File: src/rtl/sd_ctrl_pkg.sv
// Shared definitions for the SD command sequencer: FSM encoding, frame opcodes and reply bytes.
package sd_ctrl_pkg;

    typedef enum logic [3:0] {
        ST_IDLE,
        ST_ADDR,
        ST_LEN,
        ST_CHECK,
        ST_WR_REQ,
        ST_WR_DATA,
        ST_RD_REQ,
        ST_REPLY,
        ST_REPLY_WAIT
    } state_t;

    localparam logic [7:0] OPC_WRITE = 8'h7A;
    localparam logic [7:0] OPC_READ  = 8'h6F;
    localparam logic [7:0] OPC_PING  = 8'h70;

    localparam logic [7:0] RPL_OK  = 8'h4B;
    localparam logic [7:0] RPL_ERR = 8'h45;
    localparam logic [7:0] RPL_TMO = 8'h54;

    function automatic logic is_frame_opc(input logic [7:0] b);
        return (b == OPC_WRITE) || (b == OPC_READ);
    endfunction

endpackage

File: src/rtl/sd_timeout_counter.sv
// Inactivity timer: counts enabled cycles since the last clear and flags the last allowed cycle.
module sd_timeout_counter #(
    parameter int unsigned LIMIT = 500000
) (
    input  logic clk,
    input  logic rst,
    input  logic clr,
    input  logic en,
    output logic expired
);

    localparam int unsigned W = $clog2(LIMIT + 1);
    localparam logic [W-1:0] TC = W'(LIMIT - 1);

    logic [W-1:0] cnt;

    assign expired = en && (cnt == TC);

    always_ff @(posedge clk) begin
        if (rst || clr) begin
            cnt <= '0;
        end else if (en && !expired) begin
            cnt <= cnt + W'(1);
        end
    end

endmodule

File: src/rtl/sd_cmd_sequencer.sv
// Parses UART command frames, drives SD driver write/read requests, sources write data and replies.
//
// state         | meaning
// IDLE          | waiting for an opcode byte
// ADDR          | shifting in 4 address bytes, MSB first
// LEN           | shifting in 2 length bytes, MSB first
// CHECK         | validate length, load request registers
// WR_REQ        | WR_STB high until WR_ACK
// WR_DATA       | stream write bytes until remaining hits 0
// RD_REQ        | RD_STB high until RD_ACK
// REPLY         | wait TX_RDY, pulse TX_STB with reply byte
// REPLY_WAIT    | wait TX_ACK
module sd_cmd_sequencer
    import sd_ctrl_pkg::*;
#(
    parameter int unsigned CLK_MHZ    = 50,
    parameter int unsigned TIMEOUT_US = 10000,
    parameter logic [7:0]  SEED       = 8'h41
) (
    input  logic        CLK,
    input  logic        RST,
    input  logic        RX_STB,
    input  logic [7:0]  RX_DAT,
    output logic        RX_ACK,
    output logic        TX_STB,
    output logic [7:0]  TX_DAT,
    input  logic        TX_ACK,
    input  logic        TX_RDY,
    output logic        WR_STB,
    output logic [31:0] WR_ADDR,
    output logic [31:0] WR_LENGTH,
    input  logic        WR_ACK,
    output logic        WD_STB,
    output logic [7:0]  WD_DATA,
    input  logic        WD_ACK,
    output logic        RD_STB,
    output logic [31:0] RD_ADDR,
    output logic [31:0] RD_LENGTH,
    input  logic        RD_ACK,
    output logic        BUSY
);

    state_t      state, state_next;
    logic [7:0]  reply_code;
    logic [1:0]  byte_cnt;
    logic        is_write;
    logic [31:0] addr_sh;
    logic [15:0] len_sh;
    logic [15:0] remaining;
    logic        tmo_clr, tmo_en, tmo_exp;

    assign RX_ACK  = RX_STB;
    assign tmo_en  = (state == ST_ADDR) || (state == ST_LEN) ||
                     (state == ST_WR_REQ) || (state == ST_RD_REQ);
    assign tmo_clr = (state_next != state) ||
                     (RX_STB && ((state == ST_ADDR) || (state == ST_LEN)));

    sd_timeout_counter #(
        .LIMIT(CLK_MHZ * TIMEOUT_US)
    ) u_tmo (
        .clk     (CLK),
        .rst     (RST),
        .clr     (tmo_clr),
        .en      (tmo_en),
        .expired (tmo_exp)
    );

    always_ff @(posedge CLK) begin
        if (RST) begin
            state     <= ST_IDLE;
            BUSY      <= 1'b0;
            byte_cnt  <= 2'd0;
            is_write  <= 1'b0;
            addr_sh   <= '0;
            len_sh    <= '0;
            WR_ADDR   <= '0;
            WR_LENGTH <= '0;
            RD_ADDR   <= '0;
            RD_LENGTH <= '0;
            WD_DATA   <= SEED;
            remaining <= '0;
            TX_DAT    <= '0;
        end else begin
            state <= state_next;
            BUSY  <= (state_next != ST_IDLE);
            if ((state_next == ST_REPLY) && (state != ST_REPLY)) begin
                TX_DAT <= reply_code;
            end
            case (state)
                ST_IDLE: begin
                    if (RX_STB) begin
                        is_write <= (RX_DAT == OPC_WRITE);
                        byte_cnt <= 2'd0;
                    end
                end
                ST_ADDR: begin
                    if (RX_STB) begin
                        addr_sh  <= {addr_sh[23:0], RX_DAT};
                        byte_cnt <= byte_cnt + 2'd1;
                    end
                end
                ST_LEN: begin
                    if (RX_STB) begin
                        len_sh   <= {len_sh[7:0], RX_DAT};
                        byte_cnt <= (byte_cnt == 2'd1) ? 2'd0 : byte_cnt + 2'd1;
                    end
                end
                ST_CHECK: begin
                    if (len_sh != 16'd0) begin
                        if (is_write) begin
                            WR_ADDR   <= addr_sh;
                            WR_LENGTH <= {16'd0, len_sh};
                            WD_DATA   <= SEED;
                            remaining <= len_sh;
                        end else begin
                            RD_ADDR   <= addr_sh;
                            RD_LENGTH <= {16'd0, len_sh};
                        end
                    end
                end
                ST_WR_DATA: begin
                    if (WD_STB && WD_ACK) begin
                        WD_DATA   <= WD_DATA + 8'd1;
                        remaining <= remaining - 16'd1;
                    end
                end
                default: ;
            endcase
        end
    end

    // Frame bytes take priority over a timeout landing in the same cycle.
    always_comb begin
        state_next = state;
        reply_code = RPL_OK;
        case (state)
            ST_IDLE: begin
                if (RX_STB) begin
                    if (is_frame_opc(RX_DAT)) begin
                        state_next = ST_ADDR;
                    end else begin
                        state_next = ST_REPLY;
                        reply_code = (RX_DAT == OPC_PING) ? RPL_OK : RPL_ERR;
                    end
                end
            end
            ST_ADDR: begin
                if (RX_STB) begin
                    if (byte_cnt == 2'd3) state_next = ST_LEN;
                end else if (tmo_exp) begin
                    state_next = ST_REPLY;
                    reply_code = RPL_TMO;
                end
            end
            ST_LEN: begin
                if (RX_STB) begin
                    if (byte_cnt == 2'd1) state_next = ST_CHECK;
                end else if (tmo_exp) begin
                    state_next = ST_REPLY;
                    reply_code = RPL_TMO;
                end
            end
            ST_CHECK: begin
                if (len_sh == 16'd0) begin
                    state_next = ST_REPLY;
                    reply_code = RPL_ERR;
                end else begin
                    state_next = is_write ? ST_WR_REQ : ST_RD_REQ;
                end
            end
            ST_WR_REQ: begin
                if (tmo_exp) begin
                    state_next = ST_REPLY;
                    reply_code = RPL_TMO;
                end else if (WR_ACK) begin
                    state_next = ST_WR_DATA;
                end
            end
            ST_WR_DATA: begin
                if (remaining == 16'd0) state_next = ST_REPLY;
            end
            ST_RD_REQ: begin
                if (tmo_exp) begin
                    state_next = ST_REPLY;
                    reply_code = RPL_TMO;
                end else if (RD_ACK) begin
                    state_next = ST_REPLY;
                end
            end
            ST_REPLY: begin
                if (TX_RDY) state_next = ST_REPLY_WAIT;
            end
            ST_REPLY_WAIT: begin
                if (TX_ACK) state_next = ST_IDLE;
            end
            default: state_next = ST_IDLE;
        endcase
    end

    always_comb begin
        WR_STB = (state == ST_WR_REQ) && !tmo_exp;
        RD_STB = (state == ST_RD_REQ) && !tmo_exp;
        WD_STB = (state == ST_WR_DATA) && (remaining != 16'd0);
        TX_STB = (state == ST_REPLY) && TX_RDY;
    end

endmodule

File: config.mk
export PLATFORM = sky130hd
export DESIGN_NAME = sd_cmd_sequencer
export DESIGN_NICKNAME = d
export VERILOG_FILES = /design/src/rtl/sd_ctrl_pkg.sv /design/src/rtl/sd_timeout_counter.sv /design/src/rtl/sd_cmd_sequencer.sv
export SDC_FILE = /design/constraint.sdc
export NUM_CORES = 1
export LEC_CHECK = 0
export CORE_ASPECT_RATIO = 1.25
export CORE_UTILIZATION = 32
export DETAILED_ROUTE_END_ITERATION = 6
export PLACE_DENSITY = 0.56
export SLEW_MARGIN = 20
export SYNTH_ARGS = -nofsm -noshare
export SYNTH_HDL_FRONTEND = slang
export SYNTH_HIERARCHICAL = 1
export SYNTH_SLANG_ARGS = --single-unit
File: constraint.sdc
create_clock -name CLK -period 4.8 [get_ports CLK]
set_input_delay 0.96 -clock CLK [delete_from_list [all_inputs] [get_ports CLK]]
set_output_delay 0.96 -clock CLK [all_outputs]
set_load 0.03 [all_outputs]
==> flow_metrics.py <==
metrics = {
    "floorplan": {
        "num_rows": 66,
        "ios": 166,
        "core_um2": 26260,
        "fp.dieW_um": 148.8,
        "initial_utilization_pct": 32.81,
        "dieArea_um2": 27590,
        "die_y_um": 185.5,
    },
    "drt": {
        "via_count": 7863,
        "routed_wl_um": 25490,
        "wire_per_inst_um": 16.29,
        "drc": 0,
        "drtPass1Iterations": 5,
        "vias_per_cell": 5.024,
        "drt_iter0_drc": 412,
        "drtAntennaViolNets": 0,
    },
    "synthesis": {
        "synth_simple_gate_area_share_pct": 26.56,
        "synth_fa_ha_area_share_pct": 0.8712,
        "synthMuxAreaShare_pct": 0.3630,
        "synth_compound_area_share_pct": 17.38,
        "synthTopCellsByArea": "dfxtp_1, nand2_1, a21oi_1, buf_4, clkbuf_1",
        "syn_area_per_cell_um2": 7.687,
        "yosys.area.top_type": "dfxtp_1",
        "ys_ff_latch": 200,
        "synth.top_cell.area_share_pct": 46.46,
        "yosysUniqueCellTypes": 68,
        "synthTopCellsByCount": "nand2_1, dfxtp_1, a21oi_1",
        "syn_inst": 1121,
        "yosysSeqAreaShare_pct": 46.46,
        "async_flop_share_pct": 0,
        "synth_top_family_by_area": "simple AND/OR/NAND/NOR gates",
        "synth_ff_type": "dfxtp_1",
        "synthXorXnorAreaFrac_pct": 1.423,
        "yosysWarnings": 6,
        "synth_area_um2": 8617,
        "synth.most_common_cell": "nand2_1",
        "synth_edf_count": 0,
    },
    "power": {
        "leakagePower_nw": 3.488,
        "p_per_area_nw_per_um2": 382.4,
        "peakVddDrop_mv": 0.2260,
        "total_power_mw": 4.062,
    },
    "setup_path": {
        "path_class": "flop to primary output",
        "path_common_cell": "buf_4",
        "r2r_start": "state[1]",
        "endpoint_kind": "primary output",
        "worstPathArrival_ns": 3.10,
        "slowest_delay_ns": 0.75,
        "critPathTopFamily": "buffers and inverters",
        "crit_slowest_cell": "clkdlybuf4s50_1",
        "crit_required_ns": 3.84,
        "cp-start-kind": "flop",
        "path_max_fanout": 17,
        "crit_chain": "buf_4 > nor2_1 > xor2_1 > nor2_1 > buf_4 > nand3_1 > nor4_1 > buf_4 > nor3_1 > clkdlybuf4s50_1",
        "cp-startpoint": "state[1]",
        "worst-path-buf-inv": 4,
    },
    "worst_hold_path": {
        "hp-start": "TX_DAT[6]",
        "hp-class": "flop to flop",
    },
    "cells_and_area": {
        "stdcell_area_um2": 10620,
        "utilization_pct": 40.46,
        "fin_nets": 1236,
        "area_growth_pct": 23.29,
        "drive_above_1_share_pct": 5.388,
        "fin_cells": 1565,
        "diodes": 0,
    },
    "clock_network": {
        "cts_hold_buf": 0,
        "ctsResizeCount": 0,
        "clockBufferDepth": 2,
        "cts_tree": "yes",
        "cts_setup_buffers": 0,
        "cts-root-buf": "clkbuf_16",
        "clock_sinks": 200,
        "cts_made_buffers": 17,
        "clk_latency_ns": 0.44,
        "htreeDepth": 4,
        "clkTransAtPathRegs_ns": 0.07,
    },
    "grt": {
        "antenna_found_initial": 0,
        "grt.total_usage_pct": 18.74,
        "grt_overflow": 0,
        "grt_pass1_wl_um": 40230,
        "grt_start_max_net_pins": 80,
        "grt_pass1_vias": 7401,
    },
    "timing": {
        "hold_viol_final": 0,
        "fin_crit_sh_pct": 84.56,
        "rsz0062_at_grt": "no",
        "setup_viol": 0,
        "slew_headroom_pct": 32.69,
        "worstMarginPinSlew_ns": 1.010,
        "min_period_ns": 4.059,
        "drv_slew": 0,
        "skew_ns": 0.01465,
        "clock.fmax_mhz": 246.4,
        "tns_ns": 0,
    },
    "placement": {
        "gp_congestion": 0.8510,
        "placed_area_um2": 10060,
        "place_inst": 1535,
        "port_buffers": 131,
        "dp_hpwl_um": 17080,
    },
    "outcome": {
        "outcome": "completed",
    },
    "run": {
        "maxCapViolations": 0,
    },
}
[stage by stage]
step	setup slack (ns)	hold WS [ns]
floorplan	0.8401	0.4454
global placement	0.5602	0.4397
detailed placement	0.4829	0.4418
CTS	0.7522	0.4550
global route	0.5061	0.4743
finish	0.7412	0.4522
[worst register-to-register path, delay by kind of cell, from the launching register on]
family	cells	cell delay [ns]
and+or+nand+nor	8	2.10
muxes	1	0.20
buffers and inverters	3	0.61
xor gates and xnor gates	1	0.10
AOI/OAI and AO/OA	4	0.50
DFF	1	0.30
[report_power, final]
part	internal (mW)	leakage, nW	switching [mW]
logic	0.279	1.60	0.589
registers	1.71	1.61	0.0565
clock network	0.751	0.275	0.674
total	2.74	3.49	1.32
[final timing paths]
check                                     to  depth (start not counted)  slack (ns)
worst min register to register     TX_DAT[6]                          2        0.45
worst max register to register  u_tmo/cnt[7]                         17        0.89
worst min-delay path               TX_DAT[6]                          2        0.45
worst max-delay path                  RD_STB                         10        0.74
[per-layer routing]
layer	share of wire, %	global-route usage (%)
met5	0	0
met4	2.0	6.531
met3	5.4	4.583
met2	50	33.03
met1	43	21.99
[cell families after synthesis]
kind of cell,after synthesis
AND/OR/NAND/NOR,512
XOR/XNOR,14
flip-flops,200
multiplexers,3
buffers and inverters,118
AO/OA/AOI/OAI,267
adder cells (fa/ha/maj),6
other,1
[sequential cells by signal (all words and copies together), names as in the netlist]
name	flops
BUSY	1
RD_LENGTH	16
remaining	16
byte_cnt	2
RD_ADDR	32
TX_DAT	5
is_write	1
len_sh	16
u_tmo/cnt	19
addr_sh	32
WR_ADDR	32
WR_LENGTH	16
state	4
WD_DATA	8
[placed cells by master (no fill, tap or decap), drive strengths merged, types with 13 or more instances in the layout]
master         count
a21oi            187
buf               16
clkbuf            20
clkdlybuf4s50    130
conb              34
dfxtp            200
inv               19
nand2            337
nand3             18
nand4             13
nor2              56
nor3              13
o21ai             28
[area by class of cell]
cell class | count | area, um2
fill | 2784 | 15640
multi-input combinational | 836 | 4160
sequential | 200 | 4004
timing repair buffer | 146 | 1421
clock buffer | 20 | 456.7
tap | 340 | 425.4
clock inverter | 10 | 107.6
inverter | 13 | 48.80
(Power assumes the default switching activity.)
